### config.mk
export PLATFORM = sky130hd
export DESIGN_NAME = conv2_sched
export DESIGN_NICKNAME = d
export VERILOG_FILES = /design/src/rtl/conv2_sched.sv
export SDC_FILE = /design/constraint.sdc
export NUM_CORES = 1
export LEC_CHECK = 0
export CAP_MARGIN = 5
export CORE_MARGIN = 2
export CORE_UTILIZATION = 41
export DETAILED_ROUTE_END_ITERATION = 6
export HOLD_SLACK_MARGIN = 0.1
export PLACE_DENSITY = 0.93
export SLEW_MARGIN = 20
export SYNTH_ARGS = -nofsm -noshare
export SYNTH_HDL_FRONTEND = slang
export SYNTH_SLANG_ARGS = --single-unit
### constraint.sdc
create_clock -name clk -period 3 [get_ports clk]
set_clock_uncertainty 0.2 [all_clocks]
set_input_delay 0.3 -clock clk [delete_from_list [all_inputs] [get_ports clk]]
set_output_delay 0.3 -clock clk [all_outputs]
set_load 0.005 [all_outputs]
### src/rtl/conv2_sched.sv
// conv2_sched: streams one feature map and the conv2 parameters into the 5x5 window buffer,
// then counts windows until the map is complete. Optional macro: CONV2_SCHED_PERF_EN (adds perf_cycles).
module conv2_sched #(
  parameter int WIDTH    = 12,
  parameter int HEIGHT   = 12,
  parameter int DATA_BIT = 12,
  parameter int ADDR_BIT = 8
) (
  input  logic                clk,
  input  logic                rst_n,
  input  logic                start,
  input  logic                abort,
  output logic                fm_rd_en,
  output logic [ADDR_BIT-1:0] fm_addr,
  input  logic [DATA_BIT-1:0] fm_rdata,
  output logic [4:0]          w_addr,
  input  logic [11:0]         w_rdata,
  output logic [1:0]          b_addr,
  input  logic [7:0]          b_rdata,
  output logic                buf_rst,
  output logic [DATA_BIT-1:0] buf_data,
  output logic [3:0]          buf_weight_1,
  output logic [3:0]          buf_weight_2,
  output logic [3:0]          buf_weight_3,
  output logic [7:0]          buf_bias,
  input  logic                buf_valid,
  output logic [7:0]          win_count,
  output logic                busy,
  output logic                done,
  output logic                err,
`ifdef CONV2_SCHED_PERF_EN
  output logic [15:0]         perf_cycles,
`endif
  output logic [2:0]          dbg_state
);

  typedef enum logic [2:0] {
    S_IDLE   = 3'd0,
    S_CLR    = 3'd1,
    S_STREAM = 3'd2,
    S_DRAIN  = 3'd3,
    S_DONE   = 3'd4
  } state_t;

  localparam logic [ADDR_BIT-1:0] LAST_ADDR  = ADDR_BIT'(WIDTH * HEIGHT - 1);
  localparam logic [7:0]          WIN_TARGET = 8'((WIDTH - 4) * (HEIGHT - 4));
  localparam int                  WD_BIT     = $clog2(2 * WIDTH + 1);
  localparam logic [WD_BIT-1:0]   WD_LAST    = WD_BIT'(2 * WIDTH - 1);

  state_t            state, next_state;
  logic [WD_BIT-1:0] wd_cnt;
  logic              start_acc;
  logic              win_inc;
  logic [7:0]        win_next;
  logic              wd_expire;

  // Handshake: start is a one-cycle request taken only in IDLE; abort overrides everything.
  assign start_acc = (state == S_IDLE) && start && !abort;
  assign win_inc   = ((state == S_STREAM) || (state == S_DRAIN)) && buf_valid && (win_count != 8'hFF);
  assign win_next  = win_count + 8'(win_inc);
  assign wd_expire = (state == S_DRAIN) && !buf_valid && (wd_cnt == WD_LAST);

  always_comb begin
    next_state = state;
    case (state)
      S_IDLE:   if (start_acc) next_state = S_CLR;
      S_CLR:    next_state = S_STREAM;
      S_STREAM: if (fm_addr == LAST_ADDR) next_state = S_DRAIN;
      S_DRAIN:  if ((win_next >= WIN_TARGET) || wd_expire) next_state = S_DONE;
      S_DONE:   next_state = S_IDLE;
      default:  next_state = S_IDLE;
    endcase
    if (abort) next_state = S_IDLE;
  end

  // RAM/ROM data pass straight through; the memories provide the one-cycle register.
  assign fm_rd_en     = (state == S_CLR) || (state == S_STREAM);
  assign buf_rst      = !((state == S_STREAM) || (state == S_DRAIN));
  assign busy         = (state != S_IDLE);
  assign done         = (state == S_DONE);
  assign buf_data     = fm_rdata;
  assign buf_weight_1 = w_rdata[3:0];
  assign buf_weight_2 = w_rdata[7:4];
  assign buf_weight_3 = w_rdata[11:8];
  assign buf_bias     = b_rdata;
  assign dbg_state    = state;

  always_ff @(posedge clk or negedge rst_n) begin
    if (!rst_n) begin
      state     <= S_IDLE;
      fm_addr   <= '0;
      w_addr    <= '0;
      b_addr    <= '0;
      win_count <= '0;
      wd_cnt    <= '0;
      err       <= 1'b0;
    end else begin
      state <= next_state;

      if (state == S_IDLE) begin
        fm_addr <= '0;
        w_addr  <= '0;
        b_addr  <= '0;
      end else if ((state == S_CLR) || (state == S_STREAM)) begin
        if (fm_addr != LAST_ADDR) fm_addr <= fm_addr + 1'b1;
        if (w_addr != 5'd24)      w_addr  <= w_addr + 1'b1;
        if (b_addr != 2'd2)       b_addr  <= b_addr + 1'b1;
      end

      if (start_acc) win_count <= '0;
      else           win_count <= win_next;

      // Watchdog counts consecutive DRAIN cycles without a window.
      if ((state != S_DRAIN) || buf_valid) wd_cnt <= '0;
      else if (wd_cnt != WD_LAST)          wd_cnt <= wd_cnt + 1'b1;

      if (start_acc)               err <= 1'b0;
      else if (wd_expire && !abort) err <= 1'b1;
    end
  end

`ifdef CONV2_SCHED_PERF_EN
  always_ff @(posedge clk or negedge rst_n) begin
    if (!rst_n)                                          perf_cycles <= '0;
    else if (start_acc)                                  perf_cycles <= '0;
    else if ((state != S_IDLE) && (perf_cycles != 16'hFFFF)) perf_cycles <= perf_cycles + 1'b1;
  end
`endif

endmodule
==> results.toml, run 1 <==
[clocking]
clk_path_buf_depth = 2
cts_setup_buffers = 0
root_buffer = "clkbuf_8"
cts_max_level = 2
cts_tree = "done"
clk_pin_slew_ns = 0.07
numClockSinks = 32
numCtsBuffers = 5
cts_hold_buf = 0
cts_resized = 0
clkLatencyLatePin_ns = 0.28

[route]
wl_per_cell_um = 13.5
wl_um = 3820
ant_nets = 0
routed-via-count = 1455
vias_per_cell = 5.12
first_pass_iters = 4
drtIter0Drc = 74
drc = 0

[logic_synthesis]
postSynthAreaPerCell_um2 = 9.66
synth_top_family_by_area = "simple AND/OR/NAND/NOR gates"
synth-edff-count = 0
synth_xor_area_frac = 0.0825
synth_cells = 209
ys_types = 44
yosys-mux-area-fraction = 0.0174
synth_nets = 253
ys_seq_elements = 32
synth_fa_ha_area_frac = 0.0533
async_flop_share = 1.00
synth-compound-area-share = 0.0781
seq_area_frac_synth = 0.397
yosysWarnings = 0
yosys_most_used_dff = "dfrtp_1"
yosys.area_share.simple = 0.218
netlist_area_mm2 = 0.00202

[setup_path]
critPathKind = "flip-flop to flip-flop"
start_kind = "flip-flop"
cp_max_fo = 7
critPathRequiredTime_ns = 2.97
rrSetupSlack_ns = 0.27
cp_data_arrival_time_ns = 2.71
r2r_cells = 9
worst_setup_path_end_kind = "flip-flop"
r2r-start = "win_count[1]"
r2r_end = "dbg_state[1]"
cp-endpoint = "dbg_state[1]"
crit_start = "win_count[1]"

[timing]
drv_slew = 0
relSlewSlack = 0.581
final-hold-violation-count = 0
timing.final.ws_setup_ns = 0.266
fin_crit_ns = 2.73
rsz0062_at_grt = "no"
max_freq_ghz = 0.366
worst_pin_slew_ns = 0.625
setup_viol = 0
fin_setup_tns_ns = 0
fin_crit_sh = 0.911

[cells_and_area]
fillers = 459
synthToLayoutAreaGrowth_pct = 14.6
multi_input_area_um2 = 907
seqCellArea_um2 = 801
layout-drive-gt1-share = 0.115
nNetsFinal = 260
num_antenna_cells = 0

[floorplan]
core-area_mm2 = 0.00472
die_height_um = 74.2
ioPinCount = 100
die_w_um = 74.2
start_util = 0.427
dieArea_mm2 = 0.00550
rows = 25

[job]
drv_cap = 0

[pwr]
p_int_mw = 1.03
swShare = 0.322
combPwrFrac = 0.353
pwr_density_cell_mw_per_mm2 = 655
seqPwrFrac = 0.378
p_switching_mw = 0.487
clkPwrFrac = 0.269
peakVddDrop_uv = 411
p_leak_nw = 0.961

[global_routing]
grt_max_degree = 33
antenna_found_initial = 0
grt_first_pass_wirelength_um = 6360
grt-ovfl-total = 0
grt_pass1_vias = 1429
grt_usage = 0.149

[hold_path]
hp-class = "input pin to asynchronous set/reset pin"

[placement]
gp_congestion = 0.752
hpwlAfterDp_um = 2830
dpl_worst_slack_ns = 0.0966
numPortBuffers = 35

[status]
outcome = "complete, no violations"
==> worst min-delay path by stage <==
stage          startpoint  depth (start not counted)         to  slack [ns]
3_5_place_dp          err                          2        err        0.29
4_1_cts             rst_n                          2  b_addr[1]        0.23
2_1_floorplan       rst_n                          0  b_addr[0]       -0.20
6_report            rst_n                          2  w_addr[0]        0.21
3_3_place_gp          err                          2        err        0.29
5_1_grt             rst_n                          2  b_addr[1]        0.27
==> registers in the layout (all words and copies together), names as in the netlist <==
name	flops
wd_cnt	5
dbg_state	3
fm_addr	8
w_addr	5
win_count	8
err	1
b_addr	2
==> metrics by stage <==
stage,util,instance area (µm²),hold WS (ns),instances,power (mW)
2_1_floorplan,-,2020,-0.196,209,0.903
3_3_place_gp,0.467,2210,0.285,276,1.10
3_5_place_dp,0.467,2210,0.292,276,1.12
4_1_cts,0.490,2310,0.229,284,1.53
5_1_grt,0.490,2310,0.273,284,1.61
6_report,0.490,2310,0.214,284,1.52
==> power groups by stage <==
stage               logic, mW  registers (mW)  clock network, mW
global placement        0.524           0.575                  0
CTS                     0.542           0.573              0.414
detailed placement      0.540           0.580                  0
floorplan               0.342           0.561                  0
finish                  0.535           0.573              0.408
global route            0.594           0.585              0.433
==> cell usage in the layout, fill, tap and decap left out, types with 3 or more instances in the layout <==
cell type        netlist  routed
nor3_1                 5       5
ha_1                   7       7
nand4_1                5       5
xor2_1                11      11
clkbuf_8               0       5
o21ai_1                3       3
nand2b_1               6       6
nand2_1               14      14
o21ai_0                4       4
dfrtp_1               32      32
nand3_1                7       7
nor2_1                26      26
nor3b_1                3       3
buf_4                 33       5
inv_1                  6       6
clkdlybuf4s50_1        0      35
xnor2_1                8       8
==> synthesized netlist by cell type (2+ instances only) <==
cell type  instances  area share
a21oi_2            2      0.0087
buf_2              2      0.0050
buf_4             33        0.12
clkbuf_1           4      0.0074
dfrtp_1           32        0.40
ha_1               7       0.043
inv_1              6       0.011
maj3_1             2      0.0099
mux2i_1            2      0.0099
nand2_1           14       0.026
nand2b_1           6       0.019
nand3_1            7       0.017
nand4_1            5       0.015
nor2_1            26       0.048
nor2b_1            2      0.0062
nor3_1             5       0.012
nor3b_1            3       0.011
o21ai_0            4      0.0099
o21ai_1            3      0.0074
o22a_1             2      0.0087
or3_1              2      0.0062
xnor2_1            8       0.035
xor2_1            11       0.048
==> cell families after synthesis <==
logic type	after synthesis
and+or+nand+nor	80
adders and majority gates	9
DFF	32
buffers and inverters	47
xor gates and xnor gates	19
muxes	3
AOI/OAI and AO/OA	19
==> per-layer routing <==
metal,part of all wire,global-route usage
met1,0.47,0.198
met2,0.47,0.232
met3,0.056,0.0407
met4,0.011,0.0545
met5,0,0
==> worst max-delay path, cell delays in order (launching register included) <==
cell and delay (ns):
dfrtp_1 0.46, nand4_1 0.13, nor2_1 0.05, a211oi_1 0.36
ha_1 0.24, nand4_1 0.17, or2_2 0.34, o211ai_2 0.18
nor2b_4 0.18, mux2_4 0.30
==> final cells by class <==
type,count,area share
clock buffers,6,0.0314
clock inverters,2,0.0151
inverters,7,0.0114
multi-input cells,130,0.392
flip-flops and latches,32,0.346
well taps,67,0.0362
repair buffers,40,0.168
Note: power is estimated with default switching activity, not from simulation.
==> run 2, diff against run 1 <==
--- a/config.mk
+++ b/config.mk
@@ -6,11 +6,11 @@
 export NUM_CORES = 1
 export LEC_CHECK = 0
 export CAP_MARGIN = 5
-export CORE_MARGIN = 2
-export CORE_UTILIZATION = 41
+export CORE_UTILIZATION = 44
 export DETAILED_ROUTE_END_ITERATION = 6
+export GPL_ROUTABILITY_DRIVEN = 0
 export HOLD_SLACK_MARGIN = 0.1
-export PLACE_DENSITY = 0.93
+export PLACE_DENSITY = 0.95
 export SLEW_MARGIN = 20
 export SYNTH_ARGS = -nofsm -noshare
 export SYNTH_HDL_FRONTEND = slang
==> constraint.sdc (replaced) <==
create_clock -name clk -period 3.3 [get_ports clk]
set_clock_uncertainty 0.2 [all_clocks]
set_input_delay 0.33 -clock clk [delete_from_list [all_inputs] [get_ports clk]]
set_output_delay 0.33 -clock clk [all_outputs]
set_load 0.005 [all_outputs]
==> run 2 against run 1 <==
Net effect:
- count of clock-buffer cells in the layout unchanged
- register-to-register slack improved by 0.34 ns
- maximum frequency increased by 1.6%
- sequential power decreased by 9.2%
- worst setup slack improved by 0.34 ns
- critical path depth unchanged
- design area decreased by 1.5%
- routed wire length decreased by 1.8%
- die area decreased by 12%
- global-route usage increased by 1.3 points
==> results.toml, run 2 (same netlist as run 1, synthesis figures left out) <==
[floorplan]
die_height_um = 69.7
core-area_mm2 = 0.00438
dieArea_mm2 = 0.00486
start_util = 0.460
ioPinCount = 100
rows = 24
die_w_um = 69.7

[route]
drtIter0Drc = 79
dr_wl_met3_um = 194
drc = 0
dr.max_layer_used = "met4"
wl_per_cell_um = 14.1
drt-met1-wl_um = 1760
route.met2.wl_um = 1750
ant_nets = 0
routed-via-count = 1405
vias_per_cell = 5.26
wl_um = 3750
first_pass_iters = 4

[timing]
max_freq_ghz = 0.372
rsz0062_at_grt = "no"
fin_crit_sh = 0.815
fin_setup_tns_ns = 0
drv_slew = 0
final-hold-violation-count = 0
relSlewSlack = 0.488
setup_viol = 0
fin_crit_ns = 2.69
worst_pin_slew_ns = 0.763

[clocking]
clk_pin_slew_ns = 0.07
cts_setup_buffers = 0
clk_path_buf_depth = 2
cts_hold_buf = 0
cts_tree = "done"
cts_max_level = 2
clkLatencyLatePin_ns = 0.29
numClockSinks = 32
numCtsBuffers = 5
root_buffer = "clkbuf_8"
cts_resized = 0

[global_routing]
grt_max_degree = 33
grt_usage = 0.161
antenna_found_initial = 0
grt_first_pass_wirelength_um = 6310
grt-ovfl-total = 0
grt_pass1_vias = 1313

[job]
drv_cap = 0

[cells_and_area]
finalCoreUtilization = 0.520
nNetsFinal = 258
layout-drive-gt1-share = 0.107
reg.largest.list = "fm_addr: 8 flops, win_count: 8 flops"
synthToLayoutAreaGrowth_pct = 13.0
layout_common_cells = "35 x clkdlybuf4s50_1, 32 x dfrtp_1, 26 x nor2_1, 14 x nand2_1, 11 x xor2_1"
mostFrequentLayoutCell = "clkdlybuf4s50_1"
num_antenna_cells = 0

[pwr]
peakVddDrop_uv = 282
pwr_density_cell_mw_per_mm2 = 596
p_leak_nw = 0.951

[setup_path]
cp_slowest_cell = "dfrtp_1"
start_kind = "flip-flop"
crit_buf_inv = 0
path_cells = "nand3_1, nor2_1, a211oi_1, ha_1, nand4_1, or2_2, o211ai_2, nor2b_4, mux2_4"
path_delay_family = "simple AND/OR/NAND/NOR gates"
max_stage_delay_ns = 0.46
worst_setup_path_end_kind = "flip-flop"
cp_data_arrival_time_ns = 2.67
critPathRequiredTime_ns = 3.28
critPathKind = "flip-flop to flip-flop"
cp_max_fo = 7

[placement]
numPortBuffers = 35
hpwlAfterDp_um = 2650

[status]
outcome = "complete, no violations"

[hold_path]
hp-class = "input pin to asynchronous set/reset pin"
run 2: cell count changes in the layout (fill, tap and decap cells not counted):
cell | previous run | this run
buf_4 | 5 | 3
run 2: area by class of cell:
type / count / area, µm²
repair buffers: 38 / 373
well taps: 52 / 65.1
fillers: 390 / 2100
clock buffers: 6 / 72.6
clock inverters: 2 / 35.0
flip-flops and latches: 32 / 801
inverters: 7 / 26.3
multi-input cells: 130 / 907
run 2: metrics by stage:
| step | worst slack (ns) | total power, mW | cells | instance area (µm²) | hold slack, ns |
|---|---|---|---|---|---|
| 6_report | 0.609 | 1.36 | 267 | 2280 | 0.246 |
| 2_1_floorplan | 0.531 | 0.821 | 209 | 2020 | -0.166 |
| 5_1_grt | 0.493 | 1.45 | 267 | 2280 | 0.292 |
| 3_5_place_dp | 0.357 | 0.999 | 259 | 2170 | 0.289 |
| 4_1_cts | 0.612 | 1.37 | 267 | 2280 | 0.259 |
| 3_3_place_gp | 0.452 | 0.982 | 259 | 2170 | 0.281 |
run 2: path summary, 6_finish.rpt:
kind,from,slack [ns],depth (start not counted),end
min in group clk,err,0.31,2,err
min reg2reg,err,0.31,2,err
max reg2reg,win_count[6],0.61,9,dbg_state[1]
max,win_count[6],0.61,9,dbg_state[1]
max in group asynchronous,rst_n,2.35,2,fm_addr[1]
min,rst_n,0.25,2,w_addr[0]
run 2: layer usage:
metal | GRT usage | vias to the layer above
met5 | 0 | -
met3 | 0.0480 | 5
met1 | 0.215 | 691
li1 | - | 677
met4 | 0.0600 | 0
met2 | 0.248 | 32
run 2: where the power goes:
part           switching, mW  leakage, nW  internal, mW
combinational          0.218        0.459         0.252
clock                  0.146       0.0552         0.224
sequential            0.0728        0.437         0.447
run 2: worst register-to-register path: stages, from the launching register on:
cell	delay, ns
dfrtp_1	0.46
nand3_1	0.12
nor2_1	0.05
a211oi_1	0.34
ha_1	0.23
nand4_1	0.16
or2_2	0.35
o211ai_2	0.19
nor2b_4	0.18
mux2_4	0.30
